**src/rtl/ctrl_pkg.sv**
```systemverilog
// Shared types and encodings for the multi-cycle datapath controller:
// FSM states, opcode values, opcode classes and datapath mux encodings.
package ctrl_pkg;

    typedef enum logic [3:0] {
        S_IDLE,
        S_FETCH,
        S_DECODE,
        S_MEM_ADDR,
        S_MEM_READ,
        S_MEM_WRITE,
        S_MEM_WB,
        S_R_EXEC,
        S_R_WB,
        S_I_EXEC,
        S_I_WB,
        S_BRANCH,
        S_JUMP,
        S_HALT
    } state_t;

    typedef enum logic [2:0] {
        CLS_R,
        CLS_MEM,
        CLS_BR,
        CLS_J,
        CLS_IMM_S,
        CLS_IMM_Z,
        CLS_ILLEGAL
    } op_class_t;

    localparam logic [5:0] OPC_R    = 6'h00;
    localparam logic [5:0] OPC_LW   = 6'h23;
    localparam logic [5:0] OPC_SW   = 6'h2B;
    localparam logic [5:0] OPC_BEQ  = 6'h04;
    localparam logic [5:0] OPC_J    = 6'h02;
    localparam logic [5:0] OPC_ADDI = 6'h08;
    localparam logic [5:0] OPC_ANDI = 6'h0C;
    localparam logic [5:0] OPC_ORI  = 6'h0D;

    localparam logic [1:0] ALU_ADD   = 2'b00;
    localparam logic [1:0] ALU_SUB   = 2'b01;
    localparam logic [1:0] ALU_FUNCT = 2'b10;
    localparam logic [1:0] ALU_IMM   = 2'b11;

    localparam logic [1:0] SRCB_B      = 2'b00;
    localparam logic [1:0] SRCB_FOUR   = 2'b01;
    localparam logic [1:0] SRCB_IMM    = 2'b10;
    localparam logic [1:0] SRCB_IMM_SH = 2'b11;

    localparam logic [1:0] PCSRC_ALU    = 2'b00;
    localparam logic [1:0] PCSRC_ALUOUT = 2'b01;
    localparam logic [1:0] PCSRC_JUMP   = 2'b10;

endpackage

```
**src/rtl/multicycle_ctrl_if.sv**
```systemverilog
// Controller <-> datapath bundle: status inputs to the FSM and every datapath strobe/mux select.
interface multicycle_ctrl_if;
    logic       run;
    logic [5:0] opcode;
    logic       zero;
    logic       mem_ready;
    logic       pc_write;
    logic       pc_write_cond;
    logic       iord;
    logic       mem_read;
    logic       mem_write;
    logic       ir_write;
    logic       mem_to_reg;
    logic       reg_dst;
    logic       reg_write;
    logic       alu_src_a;
    logic [1:0] alu_src_b;
    logic [1:0] alu_op;
    logic [1:0] pc_source;
    logic       ext_sel;
    logic       halted;

    modport master (
        input  run, opcode, zero, mem_ready,
        output pc_write, pc_write_cond, iord, mem_read, mem_write, ir_write,
               mem_to_reg, reg_dst, reg_write, alu_src_a, alu_src_b, alu_op,
               pc_source, ext_sel, halted
    );

    modport slave (
        output run, opcode, zero, mem_ready,
        input  pc_write, pc_write_cond, iord, mem_read, mem_write, ir_write,
               mem_to_reg, reg_dst, reg_write, alu_src_a, alu_src_b, alu_op,
               pc_source, ext_sel, halted
    );
endinterface

```
**src/rtl/opcode_class.sv**
```systemverilog
// Combinational opcode decoder: maps IR[31:26] onto the instruction class the FSM branches on.
module opcode_class
    import ctrl_pkg::*;
(
    input  logic [5:0] opcode,
    output op_class_t  op_class
);

    always_comb begin
        op_class = CLS_ILLEGAL;
        case (opcode)
            OPC_R:              op_class = CLS_R;
            OPC_LW, OPC_SW:     op_class = CLS_MEM;
            OPC_BEQ:            op_class = CLS_BR;
            OPC_J:              op_class = CLS_J;
            OPC_ADDI:           op_class = CLS_IMM_S;
            OPC_ANDI, OPC_ORI:  op_class = CLS_IMM_Z;
            default:            op_class = CLS_ILLEGAL;
        endcase
    end

endmodule

```
**src/rtl/multicycle_ctrl.sv**
```systemverilog
// Multi-cycle datapath control FSM: state register, memory wait/timeout counter
// and state-decoded datapath strobes (FETCH strobes also qualified by mem_ready).
module multicycle_ctrl
    import ctrl_pkg::*;
#(
    parameter int unsigned MEM_TIMEOUT = 255
) (
    input  logic               clock,
    input  logic               reset_n,
    multicycle_ctrl_if.master  bus
);

    localparam int unsigned CW = (MEM_TIMEOUT < 2) ? 1 : $clog2(MEM_TIMEOUT + 1);

    state_t          state_q, state_d;
    logic [CW-1:0]   wait_cnt_q, wait_cnt_d;
    logic            mem_wait;
    op_class_t       op_class;

    opcode_class u_opcode_class (
        .opcode   (bus.opcode),
        .op_class (op_class)
    );

    always_ff @(posedge clock or negedge reset_n) begin
        if (!reset_n) begin
            state_q    <= S_IDLE;
            wait_cnt_q <= '0;
        end else begin
            state_q    <= state_d;
            wait_cnt_q <= wait_cnt_d;
        end
    end

    always_comb begin
        state_d    = state_q;
        wait_cnt_d = wait_cnt_q;
        mem_wait   = 1'b0;
        case (state_q)
            S_IDLE:      if (bus.run) state_d = S_FETCH;
            S_FETCH:     if (bus.mem_ready) state_d = S_DECODE; else mem_wait = 1'b1;
            S_DECODE: begin
                case (op_class)
                    CLS_R:                state_d = S_R_EXEC;
                    CLS_MEM:              state_d = S_MEM_ADDR;
                    CLS_BR:               state_d = S_BRANCH;
                    CLS_J:                state_d = S_JUMP;
                    CLS_IMM_S, CLS_IMM_Z: state_d = S_I_EXEC;
                    default:              state_d = S_HALT;
                endcase
            end
            S_MEM_ADDR:  state_d = (bus.opcode == OPC_LW) ? S_MEM_READ : S_MEM_WRITE;
            S_MEM_READ:  if (bus.mem_ready) state_d = S_MEM_WB; else mem_wait = 1'b1;
            S_MEM_WRITE: if (bus.mem_ready) state_d = S_FETCH; else mem_wait = 1'b1;
            S_R_EXEC:    state_d = S_R_WB;
            S_I_EXEC:    state_d = S_I_WB;
            S_MEM_WB, S_R_WB, S_I_WB, S_BRANCH, S_JUMP: state_d = S_FETCH;
            S_HALT:      state_d = S_HALT;
            default:     state_d = S_HALT;
        endcase

        // Timeout fires on the MEM_TIMEOUT-th consecutive wait cycle.
        if (mem_wait && (MEM_TIMEOUT != 0)) begin
            if (wait_cnt_q == CW'(MEM_TIMEOUT - 1)) state_d = S_HALT;
            else wait_cnt_d = wait_cnt_q + 1'b1;
        end
        // Any state change starts a fresh wait window.
        if (state_d != state_q) wait_cnt_d = '0;
    end

    always_comb begin
        bus.pc_write      = 1'b0;
        bus.pc_write_cond = 1'b0;
        bus.iord          = 1'b0;
        bus.mem_read      = 1'b0;
        bus.mem_write     = 1'b0;
        bus.ir_write      = 1'b0;
        bus.mem_to_reg    = 1'b0;
        bus.reg_dst       = 1'b0;
        bus.reg_write     = 1'b0;
        bus.alu_src_a     = 1'b0;
        bus.alu_src_b     = SRCB_B;
        bus.alu_op        = ALU_ADD;
        bus.pc_source     = PCSRC_ALU;
        bus.ext_sel       = 1'b0;
        bus.halted        = 1'b0;
        case (state_q)
            S_FETCH: begin
                bus.mem_read  = 1'b1;
                bus.alu_src_b = SRCB_FOUR;
                bus.ir_write  = bus.mem_ready;
                bus.pc_write  = bus.mem_ready;
            end
            S_DECODE: begin
                bus.alu_src_b = SRCB_IMM_SH;
                bus.ext_sel   = 1'b1;
            end
            S_MEM_ADDR: begin
                bus.alu_src_a = 1'b1;
                bus.alu_src_b = SRCB_IMM;
                bus.ext_sel   = 1'b1;
            end
            S_MEM_READ: begin
                bus.mem_read = 1'b1;
                bus.iord     = 1'b1;
            end
            S_MEM_WRITE: begin
                bus.mem_write = 1'b1;
                bus.iord      = 1'b1;
            end
            S_MEM_WB: begin
                bus.reg_write  = 1'b1;
                bus.mem_to_reg = 1'b1;
            end
            S_R_EXEC: begin
                bus.alu_src_a = 1'b1;
                bus.alu_op    = ALU_FUNCT;
            end
            S_R_WB: begin
                bus.reg_write = 1'b1;
                bus.reg_dst   = 1'b1;
            end
            S_I_EXEC: begin
                bus.alu_src_a = 1'b1;
                bus.alu_src_b = SRCB_IMM;
                bus.ext_sel   = (op_class == CLS_IMM_S);
                bus.alu_op    = (op_class == CLS_IMM_S) ? ALU_ADD : ALU_IMM;
            end
            S_I_WB:   bus.reg_write = 1'b1;
            S_BRANCH: begin
                bus.alu_src_a     = 1'b1;
                bus.alu_op        = ALU_SUB;
                bus.pc_write_cond = 1'b1;
                bus.pc_source     = PCSRC_ALUOUT;
            end
            S_JUMP: begin
                bus.pc_write  = 1'b1;
                bus.pc_source = PCSRC_JUMP;
            end
            S_HALT:  bus.halted = 1'b1;
            default: ;
        endcase
    end

endmodule

```
**src/flat_wrapper.sv**
```systemverilog
// flat-port wrapper written by rule: the top's interface ports become plain ports
module multicycle_ctrl_flat import ctrl_pkg::*;
#(
    parameter int unsigned MEM_TIMEOUT = 255
)
  (clock, reset_n, bus_run, bus_opcode, bus_zero, bus_mem_ready, bus_pc_write, bus_pc_write_cond, bus_iord, bus_mem_read, bus_mem_write, bus_ir_write, bus_mem_to_reg, bus_reg_dst, bus_reg_write, bus_alu_src_a, bus_alu_src_b, bus_alu_op, bus_pc_source, bus_ext_sel, bus_halted);
  multicycle_ctrl_if bus_i ();
  input  logic clock;
  input  logic reset_n;
  input wire logic [$bits(bus_i.run)-1:0] bus_run;
  input wire logic [$bits(bus_i.opcode)-1:0] bus_opcode;
  input wire logic [$bits(bus_i.zero)-1:0] bus_zero;
  input wire logic [$bits(bus_i.mem_ready)-1:0] bus_mem_ready;
  output wire logic [$bits(bus_i.pc_write)-1:0] bus_pc_write;
  output wire logic [$bits(bus_i.pc_write_cond)-1:0] bus_pc_write_cond;
  output wire logic [$bits(bus_i.iord)-1:0] bus_iord;
  output wire logic [$bits(bus_i.mem_read)-1:0] bus_mem_read;
  output wire logic [$bits(bus_i.mem_write)-1:0] bus_mem_write;
  output wire logic [$bits(bus_i.ir_write)-1:0] bus_ir_write;
  output wire logic [$bits(bus_i.mem_to_reg)-1:0] bus_mem_to_reg;
  output wire logic [$bits(bus_i.reg_dst)-1:0] bus_reg_dst;
  output wire logic [$bits(bus_i.reg_write)-1:0] bus_reg_write;
  output wire logic [$bits(bus_i.alu_src_a)-1:0] bus_alu_src_a;
  output wire logic [$bits(bus_i.alu_src_b)-1:0] bus_alu_src_b;
  output wire logic [$bits(bus_i.alu_op)-1:0] bus_alu_op;
  output wire logic [$bits(bus_i.pc_source)-1:0] bus_pc_source;
  output wire logic [$bits(bus_i.ext_sel)-1:0] bus_ext_sel;
  output wire logic [$bits(bus_i.halted)-1:0] bus_halted;
  assign bus_i.run = bus_run;
  assign bus_i.opcode = bus_opcode;
  assign bus_i.zero = bus_zero;
  assign bus_i.mem_ready = bus_mem_ready;
  assign bus_pc_write = bus_i.pc_write;
  assign bus_pc_write_cond = bus_i.pc_write_cond;
  assign bus_iord = bus_i.iord;
  assign bus_mem_read = bus_i.mem_read;
  assign bus_mem_write = bus_i.mem_write;
  assign bus_ir_write = bus_i.ir_write;
  assign bus_mem_to_reg = bus_i.mem_to_reg;
  assign bus_reg_dst = bus_i.reg_dst;
  assign bus_reg_write = bus_i.reg_write;
  assign bus_alu_src_a = bus_i.alu_src_a;
  assign bus_alu_src_b = bus_i.alu_src_b;
  assign bus_alu_op = bus_i.alu_op;
  assign bus_pc_source = bus_i.pc_source;
  assign bus_ext_sel = bus_i.ext_sel;
  assign bus_halted = bus_i.halted;
  multicycle_ctrl #(.MEM_TIMEOUT(MEM_TIMEOUT)) u_core (.clock(clock), .reset_n(reset_n), .bus(bus_i));
endmodule
```
**config.mk**
```make
export PLATFORM = sky130hd
export DESIGN_NAME = multicycle_ctrl_flat
export DESIGN_NICKNAME = d
export VERILOG_FILES = /design/src/rtl/ctrl_pkg.sv /design/src/rtl/multicycle_ctrl_if.sv /design/src/rtl/opcode_class.sv /design/src/rtl/multicycle_ctrl.sv /design/src/flat_wrapper.sv
export SDC_FILE = /design/constraint.sdc
export NUM_CORES = 1
export LEC_CHECK = 0
export CORE_MARGIN = 2
export CORE_UTILIZATION = 50
export CTS_BUF_LIST = sky130_fd_sc_hd__clkbuf_2 sky130_fd_sc_hd__clkbuf_4 sky130_fd_sc_hd__clkbuf_8
export DETAILED_ROUTE_END_ITERATION = 10
export GPL_ROUTABILITY_DRIVEN = 0
export GPL_TIMING_DRIVEN = 0
export PLACE_DENSITY = 0.93
export SETUP_SLACK_MARGIN = 0.5
export SLEW_MARGIN = 15
export SYNTH_ARGS = -nofsm -noshare
export SYNTH_HDL_FRONTEND = slang
export SYNTH_SLANG_ARGS = --single-unit
```
**constraint.sdc**
```tcl
create_clock -name clock -period 2.9 [get_ports clock]
set_clock_uncertainty 0.05 [all_clocks]
set_input_delay 0.435 -clock clock [delete_from_list [all_inputs] [get_ports clock]]
set_output_delay 0.435 -clock clock [all_outputs]
set_load 0.005 [all_outputs]
```
# [Word level (Yosys, flattened, before mapping)]
# Index checks and enable logic that the tools add are counted.
[word_totals] input_bits=11 ff_bits=12 out_inout_bits=18
[op_classes] n_mux=31 reduce_logical=16 addsub=1 eq_ne=28
[ops] operator="one-hot mux 4 bit (9 select lines)" n=1
[ops] operator="== test 4 bit (second input constant)" n=6
[ops] operator="two-way mux 4 bit" n=6
[ops] operator="two-way mux 8 bit" n=3
[ops] operator="one-hot mux 4 bit (5 select lines)" n=1
[ops] operator="== test 6 x 4 -> 1 bit (second input constant)" n=3
[ops] operator="one-hot mux 3 bit (6 select lines)" n=1
[ops] operator="== test 4 x 3 -> 1 bit (second input constant)" n=4
[ops] operator="OR reduction 2 bit" n=7
[ops] operator="two-way mux 1 bit" n=13
[ops] operator="== test 6 bit (second input constant)" n=2
[ops] operator="one-hot mux 2 bit (3 select lines)" n=2
[ops] operator="adder 8 x 1 -> 8 bit (second input constant)" n=1
[ops] operator="== test 4 x 2 -> 1 bit (second input constant)" n=2
[ops] operator="== test 8 bit (second input constant)" n=1
[ops] operator="== test 3 x 2 -> 1 bit (second input constant)" n=2
[ops] operator="== test 3 bit (second input constant)" n=2
[ops] operator="== test 6 x 2 -> 1 bit (second input constant)" n=1
[ops] operator="== test 6 x 3 -> 1 bit (second input constant)" n=1
[ops] operator="logical NOT 6 bit" n=1
[ops] operator="OR reduction 3 bit" n=2
[ops] operator="OR reduction 5 bit" n=1
[ops] operator="== test 4 x 1 -> 1 bit (second input constant)" n=1
[ops] operator="logical NOT 4 bit" n=1
[ops] operator="10 further kinds" n=11

# [Longest topological paths before layout]
[depth] depth_word=12 ltp_mapped=7

# [Modules after synthesis]
# Synthesis repeated with hierarchy kept, for this count alone.
[hier_totals] cells_unflattened=161 hier_area_um2=1194.9
[by_module_without_submodules] module="multicycle_ctrl" seq_area_each_um2=300.3 area_per_inst_um2=1116.1 cells_each=147 n_inst=1
[by_module_without_submodules] module="opcode_class" seq_area_each_um2=0.0 area_per_inst_um2=78.8 cells_each=14 n_inst=1

# [Least setup slack after synthesis]
# OpenSTA, ideal clock, no wires.
[synth_path] path_type="input port to flip-flop" startpoint="input port bus_opcode[1]" endpoint="register u_core.wait_cnt_q[1]" path_buffers=0 slack_ns=0.590 stages=6 arrival_ns=2.164 path_cell_list="or4_4 a21boi_2 o221ai_1 or4b_1 o211a_2 nor4_2"
[synth_via] elab_chain_len=12 word_cells_on_any_way=28
[synth_lines] item="start, declared" line_no="flat_wrapper.sv:11" text="input wire logic [$bits(bus_i.opcode)-1:0] bus_opcode;"
[synth_lines] item="== test 6 x 4 -> 1 bit, or another cell as far along" line_no="opcode_class.sv:11" text="case (opcode)"
[synth_lines] item="OR reduction 2 bit" line_no="opcode_class.sv:11"
[synth_lines] item="one-hot mux 3 bit (6 select lines)" line_no="opcode_class.sv:11"
[synth_lines] item="== test 3 bit" line_no="multicycle_ctrl.sv:43" text="case (op_class)"
[synth_lines] item="OR reduction 2 bit" line_no="multicycle_ctrl.sv:43"
[synth_lines] item="one-hot mux 4 bit (5 select lines)" line_no="multicycle_ctrl.sv:43"
[synth_lines] item="one-hot mux 4 bit (9 select lines) *" line_no="multicycle_ctrl.sv:39" text="case (state_q)"
[synth_lines] item="two-way mux 4 bit" line_no="multicycle_ctrl.sv:64" text="if (wait_cnt_q == CW'(MEM_TIMEOUT - 1)) state_d = S_HALT;"
[synth_lines] item="two-way mux 4 bit *" line_no="multicycle_ctrl.sv:63" text="if (mem_wait && (MEM_TIMEOUT != 0)) begin"
[synth_lines] item="inequality test 4 bit *" line_no="multicycle_ctrl.sv:68" text="if (state_d != state_q) wait_cnt_d = '0;"
[synth_lines] item="inequality test 2 bit (no line) or nonzero test 2 bit (tied branches)"
[synth_lines] item="AND reduction 2 bit (no line)"
[synth_lines] item="end signal, assigned" line_no="multicycle_ctrl.sv:31" text="wait_cnt_q <= wait_cnt_d;"
[synth_lines] item="end, declared" line_no="multicycle_ctrl.sv:16" text="logic [CW-1:0] wait_cnt_q, wait_cnt_d;"
# Every way passes the cells marked *; elsewhere a longest branch is shown, timed or not.
# A chain may end at the register's enable or synchronous reset.

# [Worst setup path after layout]
[layout_path] startpoint="register u_core.state_q[0]" endpoint="register u_core.wait_cnt_q[1]"
[layout_via] elab_chain_len=8 word_cells_on_any_way=28
[layout_lines] item="start, declared" line_no="multicycle_ctrl.sv:15" text="state_t state_q, state_d;"
[layout_lines] item="start signal, assigned" line_no="multicycle_ctrl.sv:30" text="state_q <= state_d;"
[layout_lines] item="== test 4 x 3 -> 1 bit or == test 4 bit (tied branches)" line_no="multicycle_ctrl.sv:39"
[layout_lines] item="OR reduction 5 bit" line_no="multicycle_ctrl.sv:39"
[layout_lines] item="one-hot mux 4 bit (9 select lines)" line_no="multicycle_ctrl.sv:39"
[layout_lines] item="two-way mux 4 bit" line_no="multicycle_ctrl.sv:64"
[layout_lines] item="two-way mux 4 bit" line_no="multicycle_ctrl.sv:63"
[layout_lines] item="inequality test 4 bit" line_no="multicycle_ctrl.sv:68"
[layout_lines] item="inequality test 2 bit (no line) or nonzero test 2 bit (tied branches)"
[layout_lines] item="AND reduction 2 bit (no line)"
# Parallel ways exist; a longest one is shown, timed or not.

==> flow_summary_export.csv <==
group,metric,value,unit
die,die_w,50.50,microns
logic_synthesis,syn_inst,137,
route,vias,1410,
logic_synthesis,syn_avg_cell_area,7.891,sq um
cts,cts.clk_slew.worst_paths,0.08,ns
power,powerDensity,199.1,mW/mm^2
cts,clk_path_buf_depth,2,
route,wl_per_cell,19.47,microns
die,core_area,0.002002,sq mm
logic_synthesis,yosysSeqAreaShare,0.2778,
power,internal-power,0.2594,mW
logic_synthesis,synth_cell_type_count,45,
critical_path,start_kind,"flip-flop",
cts,clk_latency,0.28,ns
cts,cts_tree,"built",
finish,area_delta_synth_final,55.09,%
logic_synthesis,synth_xor_area_frac,0.07292,
logic_synthesis,ys_warn_count,0,
power,pwr-share-clk,0.395,
power,combPwrFrac,0.104,
route,drtIter0Drc,99,
die,start_util,0.5400,
power,p_leak,0.7085,nW
global_routing,antenna_found_initial,0,
sta,min_period_over_period,0.8464,
critical_path,required,3.03,ns
sta,fmax,0.4074,GHz
global_routing,grt_pass1_wl,5.471,mm
global_routing,grt_use_total,0.2796,
logic_synthesis,syn_nets,150,
die,die_area,0.002550,sq mm
cts,cts_made_buffers,3,
status,status,"completed",
route,totalWireLength,4.109,mm
hold_path,min_path_type,"in -> async",
logic_synthesis,synth_compound_area_frac,0.2025,
logic_synthesis,synth_simple_gate_area_frac,0.3530,
finish,instances_no_fill,211,
sta,worst_slack,0.4455,ns
route,via_per_inst,6.682,
logic_synthesis,synthMuxAreaShare,0,
global_routing,grt_max_degree,13,
power,switching_share,0.2230,
finish,fin_area,0.001677,sq mm
cts,cts_hold_buf,0,
global_routing,gr-total-overflow,0,
die,ioPinCount,29,
logic_synthesis,synth_area,0.001081,sq mm
cts,cts-root-buf,"clkbuf_4",
power,vdd_ir_drop_max,0.2738,mV
logic_synthesis,synth-seq-cells,12,
critical_path,crit_arrival,2.58,ns
cts,htreeDepth,1,
power,p_sw,0.07443,mW
logic_synthesis,synth_top_family_by_area,"simple AND/OR/NAND/NOR gates",
cts,numClockSinks,12,
finish,diodes,0,
placed_design,place_inst,191,
job,maxCapViolCount,0,
critical_path,path_class,"reg -> reg",
critical_path,crit_fanout,10,
sta,tightest_slew,0.7821,ns
sta,drv_slew,0,
route,ant_nets,0,
placed_design,dp_hpwl,2.184,mm
sta,slew_headroom,0.4773,
power,share_seq_of_total_power,0.501,
sta,rsz0062_at_grt,"yes",
placed_design,dpl_cell_area,0.001385,sq mm
sta,setup_viol,0,
die,fp-row-count,16,
placed_design,dp_slack,-0.1255,ns
power,power,0.3338,mW
route,firstDrtPassIters,5,
global_routing,first_global_vias,1213,
route,drc,0,
finish,drive_gt1_frac,0.3098,
finish,fin_nets,198,
sta,layout_min_cycle_time,2.455,ns
sta,hold_viol_final,0,
logic_synthesis,synth_fa_ha_area_frac,0.03241,
die,die_h,50.50,microns
critical_path,endpoint_kind,"flip-flop",
placed_design,io_buffers,27,
path summary, 6_finish.rpt:
kind | start | end | slack (ns) | cells after the start
max reg2reg | u_core.state_q[0]$_DFF_PN0_ | u_core.wait_cnt_q[1]$_DFFE_PN0P_ | 0.45 | 6
max | u_core.state_q[0]$_DFF_PN0_ | u_core.wait_cnt_q[1]$_DFFE_PN0P_ | 0.45 | 6
min in group clock | u_core.wait_cnt_q[5]$_DFFE_PN0P_ | u_core.wait_cnt_q[5]$_DFFE_PN0P_ | 0.56 | 2
min reg2reg | u_core.wait_cnt_q[5]$_DFFE_PN0P_ | u_core.wait_cnt_q[5]$_DFFE_PN0P_ | 0.56 | 2
max in group asynchronous | reset_n | u_core.state_q[1]$_DFF_PN0_ | 1.92 | 1
min | reset_n | u_core.wait_cnt_q[5]$_DFFE_PN0P_ | 0.47 | 1
final cells by class:
type | count | area [sq um]
timing repair buffer | 43 | 369.1
sequential | 12 | 301.5
tap | 27 | 33.78
fill | 105 | 325.3
clock buffer | 4 | 36.28
buffer | 8 | 91.34
multi-input combinational | 112 | 825.8
inverter | 5 | 18.77
repair_timing:
action | CTS | global route
resized for setup | 36 | 26
setup buffers | 7 | 8
endpoints found under the setup margin | 23 | 17
pin swaps | 4 | 8
gates cloned | 0 | 1
state kept, by name, indices dropped and copies added, names as in the netlist:
register / count
u_core.wait_cnt_q: 8
u_core.state_q: 4
worst max-delay path, stage by stage, from the launching register on:
cell	delay, ns
dfrtp_1	0.37
clkbuf_8	0.16
o211ai_1	0.49
o221ai_1	0.24
or4b_4	0.57
o211a_4	0.20
nor4_4	0.27
metal layers:
metal,share of wire,vias up,GRT usage
li1,-,603,-
met1,0.39,664,0.3543
met2,0.48,125,0.4539
met3,0.11,18,0.06845
met4,0.027,0,0.1171
met5,0,-,0
layout by cell type (no fill, tap or decap), types with 3 or more instances in the layout:
cell and instances:
clkbuf_8 3, dfrtp_1 11, clkdlybuf4s50_1 17, nor2_1 12
nand4_1 3, inv_1 3, dlygate4sd2_1 5, xor2_1 5
a21oi_1 7, nand2_1 11, clkbuf_4 4, o211ai_1 3
o21a_1 3, xnor2_1 4, buf_4 17, nand3_1 6
nor3_1 13
synthesized netlist by cell type:
cell type / instances / area, sq um
xnor2_1: 4 / 35.03
nor4_2: 1 / 12.51
or4b_4: 1 / 13.76
o21ai_1: 1 / 5.000
or3_1: 1 / 6.260
o21a_1: 3 / 22.52
a2111oi_0: 1 / 8.760
o32ai_1: 1 / 8.760
buf_4: 2 / 15.01
a21oi_1: 7 / 35.03
o2111ai_1: 1 / 8.760
nor3_1: 15 / 75.07
nor4_1: 3 / 18.77
o221ai_1: 2 / 17.52
o211ai_1: 3 / 22.52
o21ai_0: 2 / 10.01
maj3_1: 1 / 10.01
and3_1: 1 / 6.260
nand4_1: 3 / 18.77
or2_2: 2 / 12.51
a211oi_1: 1 / 7.510
nand3b_1: 2 / 15.01
inv_1: 5 / 18.77
or4_4: 1 / 11.26
nand2_1: 11 / 41.29
o21ai_2: 1 / 8.760
o211a_2: 1 / 10.01
a221oi_1: 1 / 8.760
nand2b_1: 4 / 25.02
a2bb2oi_1: 1 / 8.760
a31oi_1: 1 / 6.260
nor2b_1: 2 / 12.51
o31a_2: 1 / 10.01
ha_1: 2 / 25.02
nand3_1: 6 / 30.03
or4b_1: 1 / 10.01
o31a_1: 1 / 8.760
nor2_1: 13 / 48.80
clkbuf_8: 1 / 13.76
xor2_1: 5 / 43.79
a21boi_2: 1 / 11.26
and4_1: 1 / 8.760
clkbuf_1: 5 / 18.77
and3_2: 2 / 15.01
dfrtp_1: 12 / 300.3
cell families after synthesis:
logic type / count (synthesis)
and+or+nand+nor: 70
AOI/OAI and AO/OA: 30
buffers and inverters: 13
DFF: 12
xor gates and xnor gates: 9
adders and majority gates: 3
through the flow:
stage | hold slack (ns) | setup TNS (ns) | utilization
detailed placement | 0.5291 | -0.2594 | 0.6919
CTS | 0.4709 | 0 | 0.7794
finish | 0.4653 | 0 | 0.8375
floorplan | 0.08941 | 0 | -
global route | 0.4965 | 0 | 0.8375
global placement | 0.5144 | -0.03731 | 0.6919
power groups by stage:
stage               Combinational (mW)  Clock [mW]  Sequential, mW
CTS                             0.0315       0.134           0.167
finish                          0.0347       0.132           0.167
detailed placement              0.0284           0           0.170
floorplan                      0.00697           0           0.171
global placement                0.0269           0           0.170
global route                    0.0367       0.142           0.167
(Power assumes the default switching activity.)
